### config.mk
export PLATFORM = sky130hd
export DESIGN_NAME = alu_op_sequencer
export DESIGN_NICKNAME = d
export VERILOG_FILES = /design/src/rtl/alu_seq_pkg.sv /design/src/rtl/alu_regfile.sv /design/src/rtl/alu_op_sequencer.sv
export SDC_FILE = /design/constraint.sdc
export NUM_CORES = 1
export LEC_CHECK = 0
export CORE_ASPECT_RATIO = 0.9
export CORE_MARGIN = 5
export CORE_UTILIZATION = 54
export DETAILED_ROUTE_END_ITERATION = 8
export PLACE_DENSITY = 0.81
export SYNTH_ARGS = -nofsm -noshare
export SYNTH_HDL_FRONTEND = slang
export SYNTH_SLANG_ARGS = --single-unit
### constraint.sdc
create_clock -name clk -period 2.5 [get_ports clk]
set_input_delay 0.75 -clock clk [delete_from_list [all_inputs] [get_ports clk]]
set_output_delay 0.75 -clock clk [all_outputs]
set_load 0.01 [all_outputs]
### src/rtl/alu_seq_pkg.sv
// Shared types and constants for the ALU operation sequencer.
//   state_t : sequencer FSM states
//   NIBBLE  : width of one external ALU pass
//   W       : register / operand width (two nibbles)
//   NREG    : register file depth
package alu_seq_pkg;

    localparam int NIBBLE = 4;
    localparam int W      = 8;
    localparam int NREG   = 4;

    typedef enum logic [1:0] {
        IDLE = 2'd0,
        LO   = 2'd1,
        HI   = 2'd2,
        WB   = 2'd3
    } state_t;

endpackage

### src/rtl/alu_regfile.sv
// Register file for the ALU sequencer: NREG x W flops with asynchronous
// active-low clear, one synchronous write port, two combinational read ports.
//   clk, rst_n        : clock, async active-low clear
//   we, waddr, wdata  : write port
//   raddr_a, rdata_a  : read port A
//   raddr_b, rdata_b  : read port B
module alu_regfile
    import alu_seq_pkg::*;
#(
    parameter int RF_NREG = NREG,
    parameter int RF_W    = W
) (
    input  logic                       clk,
    input  logic                       rst_n,
    input  logic                       we,
    input  logic [$clog2(RF_NREG)-1:0] waddr,
    input  logic [RF_W-1:0]            wdata,
    input  logic [$clog2(RF_NREG)-1:0] raddr_a,
    input  logic [$clog2(RF_NREG)-1:0] raddr_b,
    output logic [RF_W-1:0]            rdata_a,
    output logic [RF_W-1:0]            rdata_b
);

    logic [RF_W-1:0] regs [RF_NREG];

    always_ff @(posedge clk or negedge rst_n) begin
        if (!rst_n) begin
            for (int i = 0; i < RF_NREG; i++) begin
                regs[i] <= '0;
            end
        end else if (we) begin
            regs[waddr] <= wdata;
        end
    end

    assign rdata_a = regs[raddr_a];
    assign rdata_b = regs[raddr_b];

endmodule

### src/rtl/alu_op_sequencer.sv
// Control/operand stage for a 4-bit slice ALU. Accepts one command at a time,
// runs each 8-bit ALU operation as a low-nibble pass followed by a high-nibble
// pass on the external combinational ALU, writes the result back and returns
// it with carry/zero flags.
//   cmd_*  : command handshake (load immediate or ALU operation)
//   alu_*  : external ALU operands/controls (out) and result/carry (in)
//   rsp_*  : response handshake with result, carry and zero flags
//
//   state | meaning
//   IDLE  | cmd_ready high, waiting for a command
//   LO    | low-nibble pass driven on the ALU
//   HI    | high-nibble pass driven, carry chained from LO
//   WB    | response valid, waiting for rsp_ready
module alu_op_sequencer
    import alu_seq_pkg::*;
#(
    parameter int NREG = 4,
    parameter int W    = 8
) (
    input  logic         clk,
    input  logic         rst_n,
    input  logic         cmd_valid,
    output logic         cmd_ready,
    input  logic         cmd_load,
    input  logic [W-1:0] cmd_imm,
    input  logic [3:0]   cmd_sel,
    input  logic         cmd_cin,
    input  logic         cmd_sin,
    input  logic [1:0]   cmd_srca,
    input  logic [1:0]   cmd_srcb,
    input  logic [1:0]   cmd_dst,
    output logic [3:0]   alu_a,
    output logic [3:0]   alu_b,
    output logic [3:0]   alu_s,
    output logic         alu_c0,
    output logic         alu_il,
    output logic         alu_ir,
    input  logic [3:0]   alu_f,
    input  logic         alu_c8,
    output logic         rsp_valid,
    input  logic         rsp_ready,
    output logic [W-1:0] rsp_data,
    output logic         rsp_carry,
    output logic         rsp_zero
);

    state_t         state;
    logic [3:0]     opa_hi;
    logic [3:0]     opb_hi;
    logic           opa_b3;
    logic           sin_q;
    logic [1:0]     dst_q;
    logic [3:0]     res_lo;

    logic           rf_we;
    logic [1:0]     rf_waddr;
    logic [W-1:0]   rf_wdata;
    logic [W-1:0]   rd_a;
    logic [W-1:0]   rd_b;

    assign cmd_ready = (state == IDLE);

    // Loads write at the fire edge; ALU results write at the HI->WB edge,
    // so the register file is current before the next command can fire.
    always_comb begin
        rf_we    = 1'b0;
        rf_waddr = cmd_dst;
        rf_wdata = cmd_imm;
        if (state == HI) begin
            rf_we    = 1'b1;
            rf_waddr = dst_q;
            rf_wdata = {alu_f, res_lo};
        end else if (state == IDLE && cmd_valid && cmd_load) begin
            rf_we    = 1'b1;
        end
    end

    alu_regfile #(
        .RF_NREG (NREG),
        .RF_W    (W)
    ) u_rf (
        .clk     (clk),
        .rst_n   (rst_n),
        .we      (rf_we),
        .waddr   (rf_waddr),
        .wdata   (rf_wdata),
        .raddr_a (cmd_srca),
        .raddr_b (cmd_srcb),
        .rdata_a (rd_a),
        .rdata_b (rd_b)
    );

    // ALU controls are registered: they are loaded with the LO values at the
    // fire edge and with the HI values at the LO->HI edge, so alu_c0 in HI is
    // the carry-out captured from the low pass.
    always_ff @(posedge clk or negedge rst_n) begin
        if (!rst_n) begin
            state     <= IDLE;
            opa_hi    <= '0;
            opb_hi    <= '0;
            opa_b3    <= 1'b0;
            sin_q     <= 1'b0;
            dst_q     <= '0;
            res_lo    <= '0;
            alu_a     <= '0;
            alu_b     <= '0;
            alu_s     <= '0;
            alu_c0    <= 1'b0;
            alu_il    <= 1'b0;
            alu_ir    <= 1'b0;
            rsp_valid <= 1'b0;
            rsp_data  <= '0;
            rsp_carry <= 1'b0;
            rsp_zero  <= 1'b0;
        end else begin
            case (state)
                IDLE: begin
                    if (cmd_valid) begin
                        if (cmd_load) begin
                            rsp_data  <= cmd_imm;
                            rsp_carry <= 1'b0;
                            rsp_zero  <= (cmd_imm == '0);
                            rsp_valid <= 1'b1;
                            state     <= WB;
                        end else begin
                            opa_hi <= rd_a[7:4];
                            opb_hi <= rd_b[7:4];
                            opa_b3 <= rd_a[3];
                            sin_q  <= cmd_sin;
                            dst_q  <= cmd_dst;
                            alu_a  <= rd_a[3:0];
                            alu_b  <= rd_b[3:0];
                            alu_s  <= cmd_sel;
                            alu_c0 <= cmd_cin;
                            alu_il <= cmd_sin;
                            alu_ir <= rd_a[4];
                            state  <= LO;
                        end
                    end
                end
                LO: begin
                    res_lo <= alu_f;
                    alu_a  <= opa_hi;
                    alu_b  <= opb_hi;
                    alu_c0 <= alu_c8;
                    alu_il <= opa_b3;
                    alu_ir <= sin_q;
                    state  <= HI;
                end
                HI: begin
                    rsp_data  <= {alu_f, res_lo};
                    rsp_carry <= alu_c8;
                    rsp_zero  <= ({alu_f, res_lo} == '0);
                    rsp_valid <= 1'b1;
                    alu_a     <= '0;
                    alu_b     <= '0;
                    alu_s     <= '0;
                    alu_c0    <= 1'b0;
                    alu_il    <= 1'b0;
                    alu_ir    <= 1'b0;
                    state     <= WB;
                end
                WB: begin
                    if (rsp_ready) begin
                        rsp_valid <= 1'b0;
                        state     <= IDLE;
                    end
                end
                default: state <= IDLE;
            endcase
        end
    end

endmodule
Word level (Yosys, flattened, before mapping)
Index checks and enable logic that the tools add are counted. Widths: inputs -> output; s select.

Register bits: 76. Input bits: 30. Output and inout port bits: 27. Logic and storage cells: 99.

$lt $le $gt $ge: 4. Eq/ne operators: 7. Mux-type cells: 48. Bitwise gates (word level): 4. Reduce and logical (&&, ||, !) cells: 15.

Operator list (number): $mux 8 (8); $bmux 8 s2 (2); $bwmux 32 (1); $mux 4 (6); $pmux 4 s3 (2); $demux 8 s2 (1); $logic_not 8->1 (2); $pmux 8 s2 (1); $mux 1 (15); $pmux 1 s3 (4); $reduce_and 3->1 (4); $ge 3x3->1 const B (3); $not 2->3 (3); $mux 2 (4); $pmux 2 s4 (1); $pmux 4 s2 (1); $ne 2x2->1 const B (3); $reduce_bool 3->1 (2); $eq 2x2->1 const B (2); $pmux 1 s2 (2); $reduce_and 4->1 (1); $logic_and 1x1->1 (3); $lt 3x1->1 const B (1); $eq 2x1->1 const B (1); 5 further kinds (5).

Longest topological paths before layout
Depth after elaboration: 8. Gate-level depth with buffers: 7. Depth with buffers taken out: 5.

By module
From an unflattened synthesis, not the netlist that was laid out.

Cells, all modules: 261. Area, all modules: 3811.2 um^2.

Modules (own cells, without submodules): alu_op_sequencer (times used 1, cells an instance 173, area each 2220.9 um^2, sequential area each 1101.1 um^2); alu_regfile (times used 1, cells an instance 88, area each 1590.3 um^2, sequential area each 800.8 um^2).

Least setup slack after synthesis
No wires, ideal clock.

Kind: input to register. From: input cmd_srca[0]. To: register opa_hi[0]. Setup time: 125 ps. Arrival time: 1768 ps. Data required time: 2375 ps. Setup slack: 607 ps. Stages: 3. Buffers on the path: 1. Cells stage by stage: buf_2 > mux4_2 > mux2_2.

Longest elaborated chain between the ends: 4.

RTL lines: from (decl) (line alu_op_sequencer.sv:29) `input logic [1:0] cmd_srca,`; $not 2->3 (not written as such) (line alu_regfile.sv:36) `assign rdata_a = regs[raddr_a];`; $bmux 8 s2 (line alu_regfile.sv:36); $mux 8 (not written as such) (2 in a row) (line alu_regfile.sv:36); to (signal assigned) (line alu_op_sequencer.sv:126) `opa_hi <= rd_a[7:4];`; to (decl) (line alu_op_sequencer.sv:48) `logic [3:0] opa_hi;`.

Every way passes these cells. The select of a mux whose other input is x is not followed. A chain may end at the register's enable or synchronous reset.

Worst setup path in the final report
From: register state[0]. To: output cmd_ready.

Longest elaborated chain between the ends: 1.

RTL lines: from (decl) (line alu_op_sequencer.sv:47) `state_t state;`; from (signal assigned) (line alu_op_sequencer.sv:98) `state <= IDLE;`; from (signal assigned) (line alu_op_sequencer.sv:124) `state <= WB;`; from (signal assigned) (line alu_op_sequencer.sv:137) `state <= LO;`; $logic_not 2->1 (line alu_op_sequencer.sv:61) `assign cmd_ready = (state == IDLE);`; to (decl) (line alu_op_sequencer.sv:23) `output logic cmd_ready,`.

Every way passes these cells.

==> flow_metrics.tcl <==
set metrics [dict create \
    crit_required_ps 1750 \
    grt_pass1_wl_um 13600 \
    fin_util_pct 69.9 \
    cp_max_fo 5 \
    hold_path_class "input pin to async pin" \
    cts_tree "yes" \
    fillerInstances 477 \
    hpwl_um 5890 \
    ios 57 \
    cts_root_buffer "clkbuf_8" \
    syn_to_final_growth_pct 27.0 \
    die_w_um 99.1 \
    drt_iter0_drc 115 \
    io_buffers 56 \
    fin_crit_ps 2420 \
    grt_pass1_vias 2592 \
    worstMarginPinSlew_ps 575 \
    powerDensity_mw_per_mm2 1280 \
    ys_ff_latch 76 \
    cts_buffers 9 \
    crit_path_end_kind "primary output" \
    n_antenna_cell 0 \
    yosysSeqAreaShare_pct 49.3 \
    worst_slack_ps 82.5 \
    fin_crit_sh_pct 96.7 \
    initial_core_util_pct 55.1 \
    multi_input_area_mm2 0.00181 \
    clkSlewWorstSetupHoldPaths_ps 70 \
    clock-sinks 76 \
    syn_area_per_cell_um2 13.9 \
    max-cap-violations 0 \
    routabilityCongestion 0.842 \
    cp-start-kind "register" \
    status "complete, no violations" \
    worstSetupPathType "register to primary output" \
    synthDistinctLibCells 33 \
    clockBufferDepth 2 \
    fin_nets 387 \
    routed_wl_um 8080 \
    antenna_found_initial 0 \
    viasPerCell 5.57 \
    max_freq_mhz 414 \
    die_area_mm2 0.00893 \
    first_pass_iters 4 \
    drc_errors 0 \
    clk_latency_ps 350 \
    regArea_mm2 0.00190 \
    core.rowCount 29 \
    finalHoldViolCount 0 \
    finalSetupViolCount 0 \
    rsz0062_at_grt "false" \
    syn_nets 315 \
    dpl_worst_slack_ps 85.3 \
    synthCells 278 \
    ant_nets 0 \
    leakagePower_nw 2.16 \
    post_cts_buffers 0 \
    grt.total_usage_pct 19.4 \
    vdd_ir_drop_max_mv 0.682 \
    max_slew_margin_pct 61.7 \
    finalPower_mw 6.28 \
    num_vias 2497 \
    fp.coreArea_mm2 0.00700 \
    maxSlewViolCount 0 \
    grt_overflow_total 0 \
    die_h_um 90.2 \
    htree_num_levels 3 \
    worstPathArrival_ps 1670 \
    avgRoutedWirePerCell_um 18.0 \
    syn-cell-area_mm2 0.00386 \
    skew_ps 9.87 \
    drive_gt1_share_pct 33.8 \
    grt_max_degree 77 \
    yosysWarnings 0 \
    setup_tns_ps 0 \
]
==> layout make-up <==
| cell class | count | area share, % |
|---|---|---|
| well taps | 93 | 2.38 |
| multi-input cells | 168 | 37.0 |
| clock inverters | 5 | 2.04 |
| inverters | 20 | 1.53 |
| repair buffers | 75 | 15.5 |
| clock buffers | 11 | 2.68 |
| flip-flops and latches | 76 | 38.8 |
==> metrics by stage <==
stage                     hold slack [ps]  area (um2)  instances
final                                 403        4900        448
after global routing                  443        4900        448
after CTS                             433        4900        448
after detailed placement              475        4660        432
after global placement                462        4660        432
after floorplan                       442        3860        278
==> layer usage <==
metal,track usage [%],part of all wire [%],vias to the layer above
met5,0,0,-
met1,26.2,44,1248
met4,4.66,0.98,0
met3,6.66,6.2,12
met2,30.2,48,68
li1,-,-,1169
==> cells in the final DEF, fill, tap and decap left out, types with 9 or more instances in the layout <==
| cell type | synthesis | routed |
|---|---|---|
| clkbuf_8 | 0 | 9 |
| mux2i_1 | 18 | 18 |
| buf_4 | 0 | 14 |
| o21ai_0 | 9 | 9 |
| mux2_2 | 54 | 54 |
| dfrtp_1 | 76 | 76 |
| mux4_2 | 16 | 16 |
| inv_1 | 19 | 17 |
| a21oi_1 | 10 | 10 |
| clkdlybuf4s50_1 | 0 | 55 |
| and3_1 | 9 | 9 |
==> where the power goes <==
part	switching [mW]	internal, mW
Clock	0.428	0.660
Sequential	0.417	1.85
Combinational	1.23	1.69
==> repair_timing <==
item,4_1_cts,5_1_grt
setup endpoints to repair,1,1
hold buffers,0,0
pin swaps,0,0
resized for setup,1,2
==> worst paths after layout <==
check | to | depth (start not counted) | start | slack (ps)
setup / recovery | cmd_ready | 3 | state[0]$_DFFE_PN0P_ | 80
hold / removal | alu_b[2]$_DFFE_PN0P_ | 2 | rst_n | 400
setup reg to reg | rsp_data[5]$_DFFE_PN0P_ | 6 | state[0]$_DFFE_PN0P_ | 500
hold reg to reg | sin_q$_DFFE_PN0P_ | 2 | sin_q$_DFFE_PN0P_ | 490
max in group asynchronous | u_rf.regs[31]$_DFFE_PN0P_ | 2 | rst_n | 1770
min in group clk | sin_q$_DFFE_PN0P_ | 2 | sin_q$_DFFE_PN0P_ | 490
==> critical path, stage by stage (launching register included) <==
cell and delay [ps]:
dfrtp_1 440, inv_2 110, ha_2 220, clkdlybuf4s50_1 550
==> cell families (layout without fill, tap and decap cells) <==
group,Yosys count,after routing,share of synthesized area (%)
muxes,97,97,33.2
DFF,76,76,49.3
and+or+nand+nor,36,36,5.55
buffers and inverters,34,111,3.76
AOI/OAI and AO/OA,28,28,5.91
adders and majority gates,7,7,2.27
==> synth_stat cells <==
| cell | n | area [um2] |
|---|---|---|
| a21oi_1 | 10 | 50.1 |
| o21ai_0 | 9 | 45.0 |
| nand2_1 | 5 | 18.8 |
| nor4_1 | 2 | 12.5 |
| and3_1 | 9 | 56.3 |
| nand3_1 | 7 | 35.0 |
| buf_2 | 8 | 40.0 |
| buf_6 | 1 | 11.3 |
| nand4_1 | 1 | 6.26 |
| a311oi_1 | 1 | 8.76 |
| o32ai_4 | 3 | 82.6 |
| inv_1 | 19 | 71.3 |
| clkbuf_1 | 5 | 18.8 |
| clkinv_1 | 1 | 3.75 |
| a31o_2 | 1 | 8.76 |
| and2b_1 | 2 | 15.0 |
| mux2_4 | 8 | 120 |
| a21o_1 | 1 | 7.51 |
| nand4b_4 | 1 | 23.8 |
| nand3b_1 | 1 | 7.51 |
| nor3_1 | 1 | 5.00 |
| mux2i_1 | 18 | 180 |
| mux2_1 | 1 | 11.3 |
| a2111oi_0 | 1 | 8.76 |
| mux2_2 | 54 | 608 |
| o32a_1 | 1 | 10.0 |
| mux4_2 | 16 | 360 |
| nor2_1 | 4 | 15.0 |
| dfrtp_1 | 76 | 1900 |
| a31oi_1 | 1 | 6.26 |
| ha_1 | 7 | 87.6 |
| nand2b_1 | 2 | 12.5 |
| nor2b_1 | 1 | 6.26 |
==> state kept, by name, summed over array words and instances (netlist names) <==
| signal | flops |
|---|---|
| alu_il | 1 |
| u_rf.regs | 32 |
| rsp_valid | 1 |
| alu_ir | 1 |
| sin_q | 1 |
| alu_b | 4 |
| rsp_zero | 1 |
| opa_hi | 4 |
| rsp_data | 8 |
| alu_a | 4 |
| alu_c0 | 1 |
| rsp_carry | 1 |
| alu_s | 4 |
| res_lo | 4 |
| dst_q | 2 |
| opb_hi | 4 |
| opa_b3 | 1 |
| state | 2 |
(Power assumes the default switching activity.)
